--- src/rtl/mem_port_arbiter_if.sv ---
// Bundle of requester, memory and grant signals shared by the arbiter and its environment.
// The arbiter uses the slave view; the requesters and memory use the master view.
interface mem_port_arbiter_if #(
    parameter int ADDR_W = 64
);
    logic              req_a;
    logic [ADDR_W-1:0] addr_a;
    logic              req_b;
    logic [ADDR_W-1:0] addr_b;
    logic              mem_ready;
    logic              mem_req;
    logic [ADDR_W-1:0] mem_addr;
    logic              sel_bit;
    logic              gnt_a;
    logic              gnt_b;
    logic              done_a;
    logic              done_b;
    logic              timeout_err;

    modport slave (
        input  req_a, addr_a, req_b, addr_b, mem_ready,
        output mem_req, mem_addr, sel_bit, gnt_a, gnt_b, done_a, done_b, timeout_err
    );

    modport master (
        output req_a, addr_a, req_b, addr_b, mem_ready,
        input  mem_req, mem_addr, sel_bit, gnt_a, gnt_b, done_a, done_b, timeout_err
    );
endinterface

--- src/rtl/mem_port_arbiter.sv ---
// Two-requester arbiter for a shared memory port: A is instruction fetch, B is data access.
// Every output is registered. Each access runs grant -> hold -> done or timeout.
module mem_port_arbiter #(
    parameter int ADDR_W      = 64,
    parameter int TIMEOUT_CYC = 255,
    parameter int CNT_W       = 8,
    parameter bit FIXED_PRIO  = 1'b0
) (
    input  logic                 clk,
    input  logic                 reset,
    mem_port_arbiter_if.slave    bus
);
    typedef enum logic [1:0] {IDLE, BUSY_A, BUSY_B} state_t;

    localparam logic [CNT_W-1:0] LAST_CNT = CNT_W'(TIMEOUT_CYC - 1);

    state_t            state;
    logic              last_gnt;
    logic [CNT_W-1:0]  wait_cnt;
    logic              pick_b;
    logic [ADDR_W-1:0] next_addr;

    // B wins when it is the only requester, or on a tie when it has priority or its turn has come.
    always_comb begin
        pick_b    = 1'b0;
        next_addr = bus.addr_a;
        if (bus.req_b && (!bus.req_a || FIXED_PRIO || !last_gnt)) begin
            pick_b = 1'b1;
        end
        if (pick_b) begin
            next_addr = bus.addr_b;
        end
    end

    always_ff @(posedge clk) begin
        if (reset) begin
            state           <= IDLE;
            last_gnt        <= 1'b1;
            wait_cnt        <= '0;
            bus.mem_req     <= 1'b0;
            bus.mem_addr    <= '0;
            bus.sel_bit     <= 1'b0;
            bus.gnt_a       <= 1'b0;
            bus.gnt_b       <= 1'b0;
            bus.done_a      <= 1'b0;
            bus.done_b      <= 1'b0;
            bus.timeout_err <= 1'b0;
        end else begin
            bus.done_a      <= 1'b0;
            bus.done_b      <= 1'b0;
            bus.timeout_err <= 1'b0;
            case (state)
                IDLE: begin
                    if (bus.req_a || bus.req_b) begin
                        state        <= pick_b ? BUSY_B : BUSY_A;
                        last_gnt     <= pick_b;
                        wait_cnt     <= '0;
                        bus.mem_req  <= 1'b1;
                        bus.mem_addr <= next_addr;
                        bus.sel_bit  <= pick_b;
                        bus.gnt_a    <= !pick_b;
                        bus.gnt_b    <= pick_b;
                    end
                end
                BUSY_A, BUSY_B: begin
                    // A ready on the final wait cycle still completes the access normally.
                    if (bus.mem_ready) begin
                        state       <= IDLE;
                        bus.mem_req <= 1'b0;
                        bus.gnt_a   <= 1'b0;
                        bus.gnt_b   <= 1'b0;
                        bus.done_a  <= (state == BUSY_A);
                        bus.done_b  <= (state == BUSY_B);
                    end else if (wait_cnt == LAST_CNT) begin
                        state           <= IDLE;
                        bus.mem_req     <= 1'b0;
                        bus.gnt_a       <= 1'b0;
                        bus.gnt_b       <= 1'b0;
                        bus.timeout_err <= 1'b1;
                    end else begin
                        wait_cnt <= wait_cnt + CNT_W'(1);
                    end
                end
                default: begin
                    state <= IDLE;
                end
            endcase
        end
    end
endmodule

--- src/flat_wrapper.sv ---
// flat-port wrapper written by rule: the top's interface ports become plain ports
module mem_port_arbiter_flat 
#(
    parameter int ADDR_W      = 64,
    parameter int TIMEOUT_CYC = 255,
    parameter int CNT_W       = 8,
    parameter bit FIXED_PRIO  = 1'b0
)
  (clk, reset, bus_req_a, bus_addr_a, bus_req_b, bus_addr_b, bus_mem_ready, bus_mem_req, bus_mem_addr, bus_sel_bit, bus_gnt_a, bus_gnt_b, bus_done_a, bus_done_b, bus_timeout_err);
  mem_port_arbiter_if #(.ADDR_W(ADDR_W)) bus_i ();
  input  logic clk;
  input  logic reset;
  input wire logic [$bits(bus_i.req_a)-1:0] bus_req_a;
  input wire logic [$bits(bus_i.addr_a)-1:0] bus_addr_a;
  input wire logic [$bits(bus_i.req_b)-1:0] bus_req_b;
  input wire logic [$bits(bus_i.addr_b)-1:0] bus_addr_b;
  input wire logic [$bits(bus_i.mem_ready)-1:0] bus_mem_ready;
  output wire logic [$bits(bus_i.mem_req)-1:0] bus_mem_req;
  output wire logic [$bits(bus_i.mem_addr)-1:0] bus_mem_addr;
  output wire logic [$bits(bus_i.sel_bit)-1:0] bus_sel_bit;
  output wire logic [$bits(bus_i.gnt_a)-1:0] bus_gnt_a;
  output wire logic [$bits(bus_i.gnt_b)-1:0] bus_gnt_b;
  output wire logic [$bits(bus_i.done_a)-1:0] bus_done_a;
  output wire logic [$bits(bus_i.done_b)-1:0] bus_done_b;
  output wire logic [$bits(bus_i.timeout_err)-1:0] bus_timeout_err;
  assign bus_i.req_a = bus_req_a;
  assign bus_i.addr_a = bus_addr_a;
  assign bus_i.req_b = bus_req_b;
  assign bus_i.addr_b = bus_addr_b;
  assign bus_i.mem_ready = bus_mem_ready;
  assign bus_mem_req = bus_i.mem_req;
  assign bus_mem_addr = bus_i.mem_addr;
  assign bus_sel_bit = bus_i.sel_bit;
  assign bus_gnt_a = bus_i.gnt_a;
  assign bus_gnt_b = bus_i.gnt_b;
  assign bus_done_a = bus_i.done_a;
  assign bus_done_b = bus_i.done_b;
  assign bus_timeout_err = bus_i.timeout_err;
  mem_port_arbiter #(.ADDR_W(ADDR_W), .TIMEOUT_CYC(TIMEOUT_CYC), .CNT_W(CNT_W), .FIXED_PRIO(FIXED_PRIO)) u_core (.clk(clk), .reset(reset), .bus(bus_i));
endmodule
--- config.mk ---
export PLATFORM = sky130hd
export DESIGN_NAME = mem_port_arbiter_flat
export DESIGN_NICKNAME = d
export VERILOG_FILES = /design/src/rtl/mem_port_arbiter_if.sv /design/src/rtl/mem_port_arbiter.sv /design/src/flat_wrapper.sv
export SDC_FILE = /design/constraint.sdc
export NUM_CORES = 1
export LEC_CHECK = 0
export CAP_MARGIN = 20
export CORE_MARGIN = 5
export CORE_UTILIZATION = 39
export DETAILED_ROUTE_END_ITERATION = 10
export GPL_ROUTABILITY_DRIVEN = 0
export PLACE_DENSITY = 0.81
export SLEW_MARGIN = 15
export SYNTH_ARGS = -nofsm -noshare
export SYNTH_HDL_FRONTEND = slang
export SYNTH_SLANG_ARGS = --single-unit
--- constraint.sdc ---
create_clock -name clk -period 2.1 [get_ports clk]
set_input_delay 0.42 -clock clk [delete_from_list [all_inputs] [get_ports clk]]
set_output_delay 0.42 -clock clk [all_outputs]
set_load 0.005 [all_outputs]
==> results of run 1 <==
cells by family after synthesis:
logic type | synth area share, %
fa+ha+maj | 1.67
flops | 43.9
mux | 17.4
compound gates | 18.5
simple gates | 12.5
buf+inv | 6.09
Yosys cell counts, types with 3 or more instances:
cell type and number:
ha_1 5, a22o_1 3, o21ai_0 6, or3_1 3
nand3_1 8, nor2_1 67, nor3_1 5, inv_1 8
nand2_1 7, clkbuf_1 14, dfxtp_1 82, and3_1 3
nand2b_1 3, mux2i_1 65, o211ai_1 6, buf_2 9
buf_4 4, a211oi_1 65, a21oi_1 5
metal layers:
layer / vias up / global-route usage, %
li1: 1814 / -
met1: 1615 / 19.6
met2: 138 / 35.0
met3: 16 / 6.87
met4: 0 / 5.77
met5: - / 0
worst max-delay path by stage:
stage / slack, ns / endpoint / from
after global routing: 0.05 / u_core.wait_cnt[5] / u_core.state[0]
after floorplan: 0.37 / u_core.wait_cnt[5] / u_core.state[0]
final: 0.19 / u_core.wait_cnt[5] / u_core.state[0]
after global placement: 0.09 / u_core.bus.mem_addr[50] / bus_req_b
after detailed placement: 0.04 / u_core.wait_cnt[5] / bus_req_b
after CTS: 0.20 / u_core.wait_cnt[5] / u_core.state[0]
power by group through the flow:
stage          logic, uW  registers [uW]  clock network (uW)
3_5_place_dp        1360            1890                   0
4_1_cts             1370            1860                1220
6_report            1350            1850                1190
3_3_place_gp        1330            1880                   0
2_1_floorplan        580            1900                   0
5_1_grt             1460            1880                1290
cell type report:
class                           instances  area, sq um
Inverter                                8         30.0
Fill cell                             781         3220
Multi-Input combinational cell        270         1880
Clock inverter                          3         46.3
Sequential cell                        82         1640
Tap cell                              129          161
Clock buffer                           13          159
Timing Repair Buffer                  212         2140
stage by stage:
step	power [uW]	hold WS, ns	worst slack [ns]	instance area (sq um)	std cells
finish	4390	0.434	0.194	6060	717
global route	4640	0.433	0.0458	6060	717
CTS	4440	0.415	0.202	6060	717
detailed placement	3250	0.457	0.0366	5860	701
global placement	3210	0.447	0.0931	5860	701
floorplan	2480	0.451	0.370	3740	391
placed cells by master (no fill, tap or decap), types with 2 or more instances in the layout:
cell,instances
nand2b_1,3
o21ai_0,6
nor2_1,67
and4_1,2
and3_1,3
nor3_1,5
o21bai_1,2
clkbuf_1,2
clkbuf_8,11
inv_1,8
buf_4,5
buf_12,4
nand2_1,7
a21oi_1,5
clkdlybuf4s50_1,202
nand4_1,2
dfxtp_1,82
or3_1,3
a21o_1,2
mux2i_1,65
ha_1,5
o211ai_1,6
nand3_1,8
a22o_1,3
a211oi_1,65
a31oi_1,2
==> report_table.html, run 1 <==
<table>
<tr><th>Metric</th><th>Value</th></tr>
<tr><th colspan="2">Status</th></tr>
<tr><td>Status</td><td>finished, final reports clean</td></tr>
<tr><th colspan="2">Setup path</th></tr>
<tr><td>CP cell instances</td><td>inv_1 &gt; ha_1 &gt; nor3b_2 &gt; o21bai_1 &gt; o21bai_1 &gt; o221ai_1</td></tr>
<tr><td>Crit path launch type</td><td>flop</td></tr>
<tr><td>RR Startpoint</td><td>u_core.state[0]</td></tr>
<tr><td>Start-to-end type of the worst setup path</td><td>flop to flop</td></tr>
<tr><td>Largest delay contributor family on the critical path</td><td>compound AO/OA/AOI/OAI gates</td></tr>
<tr><td>Count of cells along the worst register-to-register path</td><td>6</td></tr>
<tr><td>Logic depth of the worst path, buffers included</td><td>6</td></tr>
<tr><td>Highest cell delay on the worst timing path</td><td>around 0.43 ns</td></tr>
<tr><td>Cell with the most instances on the worst path</td><td>o21bai_1</td></tr>
<tr><td>CP Capture Type</td><td>flop</td></tr>
<tr><td>Max stage delay cell, worst path</td><td>o21bai_1</td></tr>
<tr><td>Worst reg2reg setup slack</td><td>~0.19 ns</td></tr>
<tr><td>Endpoint of the lowest-slack register-to-register path</td><td>u_core.wait_cnt[5]</td></tr>
<tr><td>Req. time, crit path</td><td>between 2 and 2.5 ns</td></tr>
<tr><td>Worst path buffer plus inverter count</td><td>1</td></tr>
<tr><td>Arrival time reported for the critical path endpoint</td><td>2.12 ns</td></tr>
<tr><td>Peak fanout along the critical path</td><td>7</td></tr>
<tr><th colspan="2">STA</th></tr>
<tr><td>Unrepaired setup endpoints after global routing</td><td>no</td></tr>
<tr><td>Pins Over Slew Limit</td><td>0</td></tr>
<tr><td>Finish-stage setup viols</td><td>0</td></tr>
<tr><td>Maximum clock frequency</td><td>0.525 GHz</td></tr>
<tr><td>Tightest Pin Transition</td><td>around 0.46 ns</td></tr>
<tr><td>Final min period</td><td>~1.9 ns</td></tr>
<tr><td>Final-report hold violation count</td><td>0</td></tr>
<tr><td>Tcrit/Tclk final</td><td>roughly 91%</td></tr>
<tr><td>Clk_skew</td><td>about 0.011 ns</td></tr>
<tr><td>TNS Setup</td><td>0 ns</td></tr>
<tr><td>Normalized max-slew margin</td><td>69.6%</td></tr>
<tr><th colspan="2">Clocking</th></tr>
<tr><td>CTS Buf Count</td><td>9</td></tr>
<tr><td>Maximum clock path buffer count</td><td>2</td></tr>
<tr><td>Clock Pin Slew Worst Setup and Hold Paths</td><td>approximately 0.08 ns</td></tr>
<tr><td>Clock sinks</td><td>slightly above 80</td></tr>
<tr><td>Clock Latency Late Sink</td><td>~0.34 ns</td></tr>
<tr><td>Number of buffers inserted by hold repair at cts</td><td>0</td></tr>
<tr><td>H-tree Lvls</td><td>3</td></tr>
<tr><td>CTS tree</td><td>built</td></tr>
<tr><td>Number of post-CTS setup repair buffers</td><td>0</td></tr>
<tr><td>CTS Root Buffer Type</td><td>clkbuf_8</td></tr>
<tr><td>Number of gates resized after CTS</td><td>0</td></tr>
<tr><th colspan="2">Routing</th></tr>
<tr><td>Routed length on met2</td><td>around 5.9 mm</td></tr>
<tr><td>Met3 wire length</td><td>approximately 1.1 mm</td></tr>
<tr><td>Number of nets with antenna violations after routing</td><td>0</td></tr>
<tr><td>Avg Vias per Cell</td><td>between 4 and 5</td></tr>
<tr><td>DR top layer</td><td>met4</td></tr>
<tr><td>Detailed-routing wirelength on met1</td><td>between 4 and 5 mm</td></tr>
<tr><td>Number of detailed-routing iterations run before antenna repair</td><td>4</td></tr>
<tr><td>DR DRC count</td><td>0</td></tr>
<tr><td>Final wirelength</td><td>around 11 mm</td></tr>
<tr><td>Count of vias placed by the detailed router</td><td>3,583</td></tr>
<tr><td>Initial DRC count</td><td>around 140</td></tr>
<tr><td>DR WL/cell</td><td>~16 microns</td></tr>
<tr><th colspan="2">Yosys</th></tr>
<tr><td>Ys async rst share</td><td>0%</td></tr>
<tr><td>Leading area contributor after synthesis</td><td>dfxtp_1</td></tr>
<tr><td>Cells taking the most area after synthesis</td><td>dfxtp_1 (44%), mux2i_1 (17%), a211oi_1 (13%)</td></tr>
<tr><td>Ys Warns</td><td>0</td></tr>
<tr><td>Netlist area before placement</td><td>between 3000 and 4000 sq um</td></tr>
<tr><td>Register area share after synthesis</td><td>approximately 44%</td></tr>
<tr><td>Mean instance size in the synthesized netlist</td><td>9.57 sq um</td></tr>
<tr><td>Proportion of netlist area held by the largest area contributor</td><td>a little over two fifths</td></tr>
<tr><td>Main synth FF type</td><td>dfxtp_1</td></tr>
<tr><td>Net count after synthesis</td><td>529</td></tr>
<tr><td>Number of distinct library cells after synthesis</td><td>35</td></tr>
<tr><td>Number of enable-type register cells in the synthesized netlist</td><td>0</td></tr>
<tr><td>Number of instances in the synthesized netlist</td><td>slightly below 400</td></tr>
<tr><td>Number of storage elements in the synthesis netlist</td><td>82</td></tr>
<tr><th colspan="2">Final layout</th></tr>
<tr><td>Area delta synth-&gt;final</td><td>62.1%</td></tr>
<tr><td>Number of inserted diodes</td><td>0</td></tr>
<tr><td>Largest registers ranked by flip-flop count</td><td>u_core.bus.mem_addr x64, u_core.wait_cnt x8, u_core.state x2</td></tr>
<tr><td>Final core utilization</td><td>roughly 65%</td></tr>
<tr><td>Share of cells above drive strength 1</td><td>about 4.9%</td></tr>
<tr><td>Final nets</td><td>~720</td></tr>
<tr><td>Max FFs per register</td><td>64</td></tr>
<tr><td>Largest register by flop count</td><td>u_core.bus.mem_addr</td></tr>
<tr><th colspan="2">Die</th></tr>
<tr><td>Initial cell density of the core</td><td>between 40% and 50%</td></tr>
<tr><td>Die W</td><td>about 110 microns</td></tr>
<tr><td>Die area</td><td>~12,000 sq um</td></tr>
<tr><td>Num ports</td><td>204</td></tr>
<tr><td>Die boundary height</td><td>108 microns</td></tr>
<tr><td>Count of standard-cell rows</td><td>35</td></tr>
<tr><td>Placeable core region</td><td>just over 9000 sq um</td></tr>
<tr><th colspan="2">Global route</th></tr>
<tr><td>Global Route Usage Sum</td><td>a little under a fifth</td></tr>
<tr><td>First-pass GRT wire length</td><td>17.5 mm</td></tr>
<tr><td>Largest net degree at the start of global routing</td><td>78</td></tr>
<tr><td>Vias in the first global route</td><td>around 3,700</td></tr>
<tr><td>GRT Residual Overflow</td><td>0</td></tr>
<tr><td>Number of antenna violations at the first check in global routing</td><td>0</td></tr>
<tr><th colspan="2">Placed design</th></tr>
<tr><td>Quantity of I/O buffers inserted on ports</td><td>203</td></tr>
<tr><td>Placed wire-length estimate after detailed placement</td><td>a little under 9 mm</td></tr>
<tr><th colspan="2">Power</th></tr>
<tr><td>Static leakage</td><td>approximately 0.0023 uW</td></tr>
<tr><td>Switching Power</td><td>between 1000 and 1500 uW</td></tr>
<tr><td>Max VDD drop</td><td>0.000487 V</td></tr>
<tr><td>Internal power of the cells</td><td>around 3200 uW</td></tr>
<tr><td>Power share of the clock group</td><td>27.0%</td></tr>
<tr><td>Switching Share</td><td>roughly 28%</td></tr>
<tr><td>Part of the total power dissipated in sequential elements</td><td>42.3%</td></tr>
<tr><td>Power density over the cells</td><td>a little over 700 nW/um^2</td></tr>
<tr><td>Share of power burned in combinational logic</td><td>between 30% and 40%</td></tr>
<tr><th colspan="2">Run</th></tr>
<tr><td>Max-cap violations</td><td>0</td></tr>
<tr><th colspan="2">Min path</th></tr>
<tr><td>Origin of the worst min-delay path</td><td>reset</td></tr>
<tr><td>Worst min-delay path category</td><td>input port to flop</td></tr>
<tr><td>Worst Hold Path EP</td><td>u_core.bus.sel_bit</td></tr>
<tr><td>Number of cells traversed by the worst hold path</td><td>2</td></tr>
</table>
Power figures use the tool's default switching activity.
==> inputs of run 2 (changes only) <==
--- a/config.mk
+++ b/config.mk
@@ -6,7 +6,6 @@
 export NUM_CORES = 1
 export LEC_CHECK = 0
 export CAP_MARGIN = 20
-export CORE_MARGIN = 5
 export CORE_UTILIZATION = 39
 export DETAILED_ROUTE_END_ITERATION = 10
 export GPL_ROUTABILITY_DRIVEN = 0
==> report_table.html, run 2 (synthesis gave the netlist of run 1 again) <==
<table>
<tr><th>Metric</th><th>Value</th></tr>
<tr><th colspan="2">Power</th></tr>
<tr><td>Share of power burned in combinational logic</td><td>30.6%</td></tr>
<tr><td>Max VDD drop</td><td>about 0.00040 V</td></tr>
<tr><td>Switching Power</td><td>about 1200 uW</td></tr>
<tr><td>Switching Share</td><td>27.5%</td></tr>
<tr><td>Power share of the clock group</td><td>~28%</td></tr>
<tr><td>Static leakage</td><td>0.00230 uW</td></tr>
<tr><td>Power, Total</td><td>4440 uW</td></tr>
<tr><td>Power density over the cells</td><td>about 730 nW/um^2</td></tr>
<tr><td>Part of the total power dissipated in sequential elements</td><td>41.8%</td></tr>
<tr><td>Internal power of the cells</td><td>approximately 3200 uW</td></tr>
<tr><th colspan="2">Final layout</th></tr>
<tr><td>Max FFs per register</td><td>64</td></tr>
<tr><td>Number of inserted diodes</td><td>0</td></tr>
<tr><td>Total area of multi-input combinational cells</td><td>1880 sq um</td></tr>
<tr><td>Post-Layout Inst Area</td><td>about 6100 sq um</td></tr>
<tr><td>Largest registers ranked by flip-flop count</td><td>u_core.bus.mem_addr x64, u_core.wait_cnt x8, u_core.state x2</td></tr>
<tr><td>Area delta synth-&gt;final</td><td>62.9%</td></tr>
<tr><td>Non-filler cells, final</td><td>~720</td></tr>
<tr><td>Final nets</td><td>approximately 720</td></tr>
<tr><td>Largest register by flop count</td><td>u_core.bus.mem_addr</td></tr>
<tr><td>Register cell area after layout</td><td>~1600 sq um</td></tr>
<tr><td>Share of cells above drive strength 1</td><td>under 10%</td></tr>
<tr><td>Fill cell count</td><td>roughly 760</td></tr>
<tr><td>Most frequent cells in the layout</td><td>clkdlybuf4s50_1 (202), dfxtp_1 (82), nor2_1 (67)</td></tr>
<tr><td>Commonest non-fill, non-tap cell in the layout</td><td>clkdlybuf4s50_1</td></tr>
<tr><th colspan="2">Global route</th></tr>
<tr><td>Vias in the first global route</td><td>3,651</td></tr>
<tr><td>Largest net degree at the start of global routing</td><td>73</td></tr>
<tr><td>Number of antenna violations at the first check in global routing</td><td>0</td></tr>
<tr><td>GRT Residual Overflow</td><td>0</td></tr>
<tr><td>First-pass GRT wire length</td><td>about 17 mm</td></tr>
<tr><td>Global Route Usage Sum</td><td>roughly a fifth</td></tr>
<tr><th colspan="2">STA</th></tr>
<tr><td>Finish-stage setup viols</td><td>0</td></tr>
<tr><td>Tcrit/Tclk final</td><td>90.6%</td></tr>
<tr><td>TNS Setup</td><td>0 ns</td></tr>
<tr><td>PnR worst setup slack</td><td>just under 0.2 ns</td></tr>
<tr><td>Normalized max-slew margin</td><td>70.4%</td></tr>
<tr><td>Maximum clock frequency</td><td>roughly 0.53 GHz</td></tr>
<tr><td>Final-report hold violation count</td><td>0</td></tr>
<tr><td>Tightest Pin Transition</td><td>0.443 ns</td></tr>
<tr><td>Pins Over Slew Limit</td><td>0</td></tr>
<tr><td>Unrepaired setup endpoints after global routing</td><td>no</td></tr>
<tr><td>Clk_skew</td><td>0.0138 ns</td></tr>
<tr><td>Final min period</td><td>roughly 1.9 ns</td></tr>
<tr><th colspan="2">Die</th></tr>
<tr><td>Placeable core region</td><td>a little over 9000 sq um</td></tr>
<tr><td>Initial cell density of the core</td><td>~40%</td></tr>
<tr><td>Die W</td><td>~100 microns</td></tr>
<tr><td>Die boundary height</td><td>about 100 microns</td></tr>
<tr><td>Count of standard-cell rows</td><td>35</td></tr>
<tr><td>Num ports</td><td>204</td></tr>
<tr><td>Die area</td><td>roughly 10000 sq um</td></tr>
<tr><th colspan="2">Clocking</th></tr>
<tr><td>CTS Root Buffer Type</td><td>clkbuf_8</td></tr>
<tr><td>CTS tree</td><td>built</td></tr>
<tr><td>CTS Buf Count</td><td>9</td></tr>
<tr><td>Number of post-CTS setup repair buffers</td><td>0</td></tr>
<tr><td>Maximum clock path buffer count</td><td>2</td></tr>
<tr><td>Clock Pin Slew Worst Setup and Hold Paths</td><td>roughly 0.090 ns</td></tr>
<tr><td>Clock Latency Late Sink</td><td>between 0.3 and 0.4 ns</td></tr>
<tr><td>H-tree Lvls</td><td>3</td></tr>
<tr><td>Number of gates resized after CTS</td><td>0</td></tr>
<tr><td>Clock sinks</td><td>82</td></tr>
<tr><td>Number of buffers inserted by hold repair at cts</td><td>0</td></tr>
<tr><th colspan="2">Setup path</th></tr>
<tr><td>CP cell instances</td><td>inv_1 &gt; ha_1 &gt; and4_1 &gt; a22o_1 &gt; o21bai_1 &gt; o221ai_1</td></tr>
<tr><td>Source of the critical timing path</td><td>u_core.state[0]</td></tr>
<tr><td>RR Startpoint</td><td>u_core.state[0]</td></tr>
<tr><td>Req. time, crit path</td><td>approximately 2.3 ns</td></tr>
<tr><td>Highest cell delay on the worst timing path</td><td>0.39 ns</td></tr>
<tr><td>CP Capture Type</td><td>flop</td></tr>
<tr><td>Crit path launch type</td><td>flop</td></tr>
<tr><td>Largest delay contributor family on the critical path</td><td>compound AO/OA/AOI/OAI gates</td></tr>
<tr><td>Worst path buffer plus inverter count</td><td>1</td></tr>
<tr><td>Max stage delay cell, worst path</td><td>o21bai_1</td></tr>
<tr><td>Arrival time reported for the critical path endpoint</td><td>around 2.1 ns</td></tr>
<tr><td>Peak fanout along the critical path</td><td>5</td></tr>
<tr><td>Start-to-end type of the worst setup path</td><td>flop to flop</td></tr>
<tr><th colspan="2">Placed design</th></tr>
<tr><td>Placed inst area</td><td>5890 sq um</td></tr>
<tr><td>Quantity of I/O buffers inserted on ports</td><td>slightly above 200</td></tr>
<tr><td>Total instance count after detailed placement</td><td>~700</td></tr>
<tr><td>Placement-stage worst setup slack</td><td>between 0.09 and 0.1 ns</td></tr>
<tr><td>Placed wire-length estimate after detailed placement</td><td>approximately 8.0 mm</td></tr>
<tr><th colspan="2">Routing</th></tr>
<tr><td>DR DRC count</td><td>0</td></tr>
<tr><td>Avg Vias per Cell</td><td>roughly 5.1</td></tr>
<tr><td>Number of nets with antenna violations after routing</td><td>0</td></tr>
<tr><td>Count of vias placed by the detailed router</td><td>roughly 3,700</td></tr>
<tr><td>Initial DRC count</td><td>approximately 120</td></tr>
<tr><td>Routed length on met2</td><td>between 5 and 6 mm</td></tr>
<tr><td>Number of detailed-routing iterations run before antenna repair</td><td>4</td></tr>
<tr><td>DR WL/cell</td><td>around 15 microns</td></tr>
<tr><td>Final wirelength</td><td>approximately 11 mm</td></tr>
<tr><td>DR top layer</td><td>met4</td></tr>
<tr><td>Met3 wire length</td><td>between 700 and 800 microns</td></tr>
<tr><td>Detailed-routing wirelength on met1</td><td>4.21 mm</td></tr>
<tr><th colspan="2">Status</th></tr>
<tr><td>Status</td><td>finished, final reports clean</td></tr>
<tr><th colspan="2">Min path</th></tr>
<tr><td>Worst min-delay path category</td><td>input port to flop</td></tr>
<tr><td>Origin of the worst min-delay path</td><td>reset</td></tr>
<tr><th colspan="2">Run</th></tr>
<tr><td>Max-cap violations</td><td>0</td></tr>
</table>
-- run 2: cell types whose count changed in the layout (fill, tap and decap cells not counted) --
cell and delta:
buf_4 +1, bufinv_16 +1, buf_12 +1, inv_6 -1
clkbuf_8 -2, clkinv_2 +1, clkbuf_1 -1, clkinvlp_4 +1
-- run 2: final cells by class --
cell class,count,share of cell area (%)
tap,129,2.65
multi-input combinational,270,30.9
inverter,8,0.493
sequential,82,26.9
clock buffer,10,2.09
clock inverter,5,1.31
timing repair buffer,214,35.6
-- run 2: per-layer routing --
layer	global-route usage (%)	vias up
met3	5.71	26
li1	-	1814
met2	38.0	152
met4	9.84	0
met1	23.8	1658
met5	0	-
-- run 2: worst register-to-register path: cells and delay by family, from the launching register on --
family,cells,cell delay (ns)
AOI/OAI and AO/OA,3,0.80
DFF,1,0.36
buffers and inverters,1,0.07
adders and majority gates,1,0.35
and+or+nand+nor,1,0.22
-- run 2: metrics by stage --
step / utilization [%] / hold slack [ns]
6_report: 65.6 / 0.426
5_1_grt: 65.6 / 0.454
4_1_cts: 65.6 / 0.410
3_5_place_dp: 63.4 / 0.444
3_3_place_gp: 63.4 / 0.439
2_1_floorplan: - / 0.451
-- run 2: power groups by stage --
stage	clock, uW	sequential (uW)	combinational [uW]
2_1_floorplan	0	1900	580
3_3_place_gp	0	1880	1330
3_5_place_dp	0	1890	1360
4_1_cts	1260	1860	1370
5_1_grt	1330	1880	1480
6_report	1230	1860	1360
-- run 2: worst paths after layout --
kind | to | slack [ns] | cells after the start
worst min-delay path | u_core.state[1] | 0.43 | 2
worst max-delay path | u_core.wait_cnt[5] | 0.20 | 6
worst max register to register | u_core.wait_cnt[5] | 0.20 | 6
worst min register to register | u_core.bus.mem_req | 0.47 | 1
==> patch (config.mk and constraints of run 1) <==
`CNT_W` is set to 8 in 2 places; all go to 6.
--- a/src/rtl/mem_port_arbiter.sv
+++ b/src/rtl/mem_port_arbiter.sv
@@ -5,3 +5,3 @@
     parameter int TIMEOUT_CYC = 255,
-    parameter int CNT_W       = 8,
+    parameter int CNT_W       = 6,
     parameter bit FIXED_PRIO  = 1'b0
--- a/src/flat_wrapper.sv
+++ b/src/flat_wrapper.sv
@@ -5,3 +5,3 @@
     parameter int TIMEOUT_CYC = 255,
-    parameter int CNT_W       = 8,
+    parameter int CNT_W       = 6,
     parameter bit FIXED_PRIO  = 1'b0
Function: same outputs for any inputs over 4 cycles, from zero or initial values and one cycle with reset high; that may be too few to reach the edited logic, so the function may still have changed.
==> patch against run 1 <==
Area after synthesis is 4.1% lower. Sequential cell count fell by 2. Design area is 1.8% lower. Cell count decreased by 4.5%. Worst hold slack about the same. Sequential share of layout area shrank 0.18 points. Total power grew 1.5%. Routed wire length is 5.7% lower. Worst setup slack better by 0.0081 ns. Critical path type unchanged. Largest cell class unchanged. Highest routed layer unchanged.
==> patch: results (changes against run 1) <==
| Metric | Value |
|---|---|
| Worst reg2reg setup slack | 0.20 ns |
| Top post-synthesis cells by count | dfxtp_1 (80), nor2_1 (67), a211oi_1 (65), mux2i_1 (64), clkbuf_1 (17) |
| Hold Crit Depth | 3 (+1) |
| Syn Inst Count | 379 (-3.1%) |
| Clk slew on worst S/H paths | 0.08 ns (about the same) |
| First-pass GRT wire length | 16620 µm (-5.3%) |
| Min-delay src | reset |
| Sequential share of the synthesized area | 44.65% (+0.77 points) |
| CTS Buffer Depth | 2 (unchanged) |
| CP peak stage delay | 0.61 ns (+0.18 ns) |
| Area contributors post-synth | dfxtp_1 (45%), mux2i_1 (18%), a211oi_1 (14%) |
| Drt pass-1 iters | 4 (unchanged) |
| Synth cell types | 34 (-2.9%) |
| Data arrival, critical path | 2.17 ns (+0.05 ns) |
| Drt total wl | 10600 µm (-5.7%) |
| Final hold slack | 0.4337 ns (-0.0003190 ns) |
| Post-DP HPWL | 8299 µm (-4.0%) |
| Vias per cell | 5.143 (+2.9%) |
| Setup crit start | u_core.state[0] |
| Via count of the routed design | 3523 (-1.7%) |
| RR Endpoint | u_core.wait_cnt[2] |
| Vias in the first global route | 3558 (-4.3%) |
| WHS Endpoint | u_core.last_gnt |
| CP max FO | 8 (+1) |
| LEAKAGE | 2.276 nW (-0.68%) |
| Syn_nets | 517 (-2.3%) |
| Largest net degree at the start of global routing | 65 (-17%) |
| Share of cells above drive strength 1 | 4.878% (-0.054 points) |
| Headroom to the max-slew limit | 54.89% (-15 points) |
| Worst min path class | primary input to register |
| Switching share of power | 27.47% (-0.19 points) |
| # nets final | 710 (-1.5%) |
| GRT Total Usage | 18.12% (-0.67 points) |
| Pre-CTS setup slack | -0.06089 ns (-0.09751 ns) |
| Post-CTS setup buffer count | 0 (unchanged) |
| Peak supply drop | 0.0003456 V (-29%) |
| CP max-delay cell | nor3b_1 |
| PortBufs | 203 (unchanged) |
| Root Buffer | clkbuf_8 |
| Largest regs | u_core.bus.mem_addr (64), u_core.wait_cnt (6), u_core.state (2) |
| Diodes inserted | 0 (unchanged) |
| Inst Count DP | 672 (-4.1%) |
| Final Skew | 0.01399 ns (+0.002783 ns) |
| FFs w/ async S/R, synth | 0% (unchanged) |
| Outcome | finished clean |
| Num CTS Buffers | 9 (unchanged) |
| Starting DRT DRC Count | 133 (-1.5%) |
==> patch: cell count changes after synthesis, sizes merged, moves of 5 or more <==
cell           run 1  this run
o21ai              6        11
o211ai             6         1
a21oi              5        11
nand3              8         3
==> patch: worst max-delay path, delay by kind of cell, from the launching register on <==
kind,cells,cell delay (ns)
compound gates,3,0.51
flops,1,0.33
simple gates,1,0.61
buf+inv,1,0.08
fa+ha+maj,1,0.30
==> patch: worst max-delay path by stage <==
stage / end / slack, ns / cells after the start
after CTS: u_core.wait_cnt[3] / 0.19 / 6
after global routing: u_core.bus.mem_req / 0.004 / 6
final: u_core.wait_cnt[2] / 0.20 / 6
after global placement: u_core.bus.mem_addr[56] / 0.07 / 5
after floorplan: u_core.wait_cnt[2] / 0.44 / 7
after detailed placement: u_core.wait_cnt[3] / -0.06 / 5
==> patch: cell type report <==
| class | count | area (µm²) |
|---|---|---|
| Inverter | 5 | 18.77 |
| Clock buffer | 9 | 123.9 |
| Clock inverter | 4 | 72.57 |
| Timing Repair Buffer | 214 | 2185 |
| Fill cell | 740 | 3153 |
| Tap cell | 111 | 138.9 |
| Multi-Input combinational cell | 262 | 1815 |
| Sequential cell | 80 | 1602 |
==> patch: per-layer routing <==
layer,track usage (%),part of all wire [%],vias to the layer above
met5,0,0,-
met4,7.863,2.7,0
met3,6.557,9.3,24
met2,33.11,50,160
met1,18.51,38,1570
li1,-,-,1769
==> patch: cells by family after synthesis <==
group | synth area share (%)
AOI/OAI and AO/OA | 18.42
adders and majority gates | 1.744
buffers and inverters | 5.302
DFF | 44.65
muxes | 17.86
and+or+nand+nor | 12.03
==> patch: through the flow <==
stage | cell area (µm²) | setup TNS [ns]
after detailed placement | 5754 | -0.1782
after global placement | 5754 | 0
after global routing | 5956 | 0
after floorplan | 3587 | 0
after CTS | 5951 | 0
final | 5956 | 0
==> patch: power groups by stage <==
stage	logic, mW	clock network (mW)	registers (mW)
global route	1.58	1.26	1.87
floorplan	0.615	0	1.89
CTS	1.46	1.20	1.84
detailed placement	1.46	0	1.88
global placement	1.42	0	1.86
finish	1.45	1.17	1.84
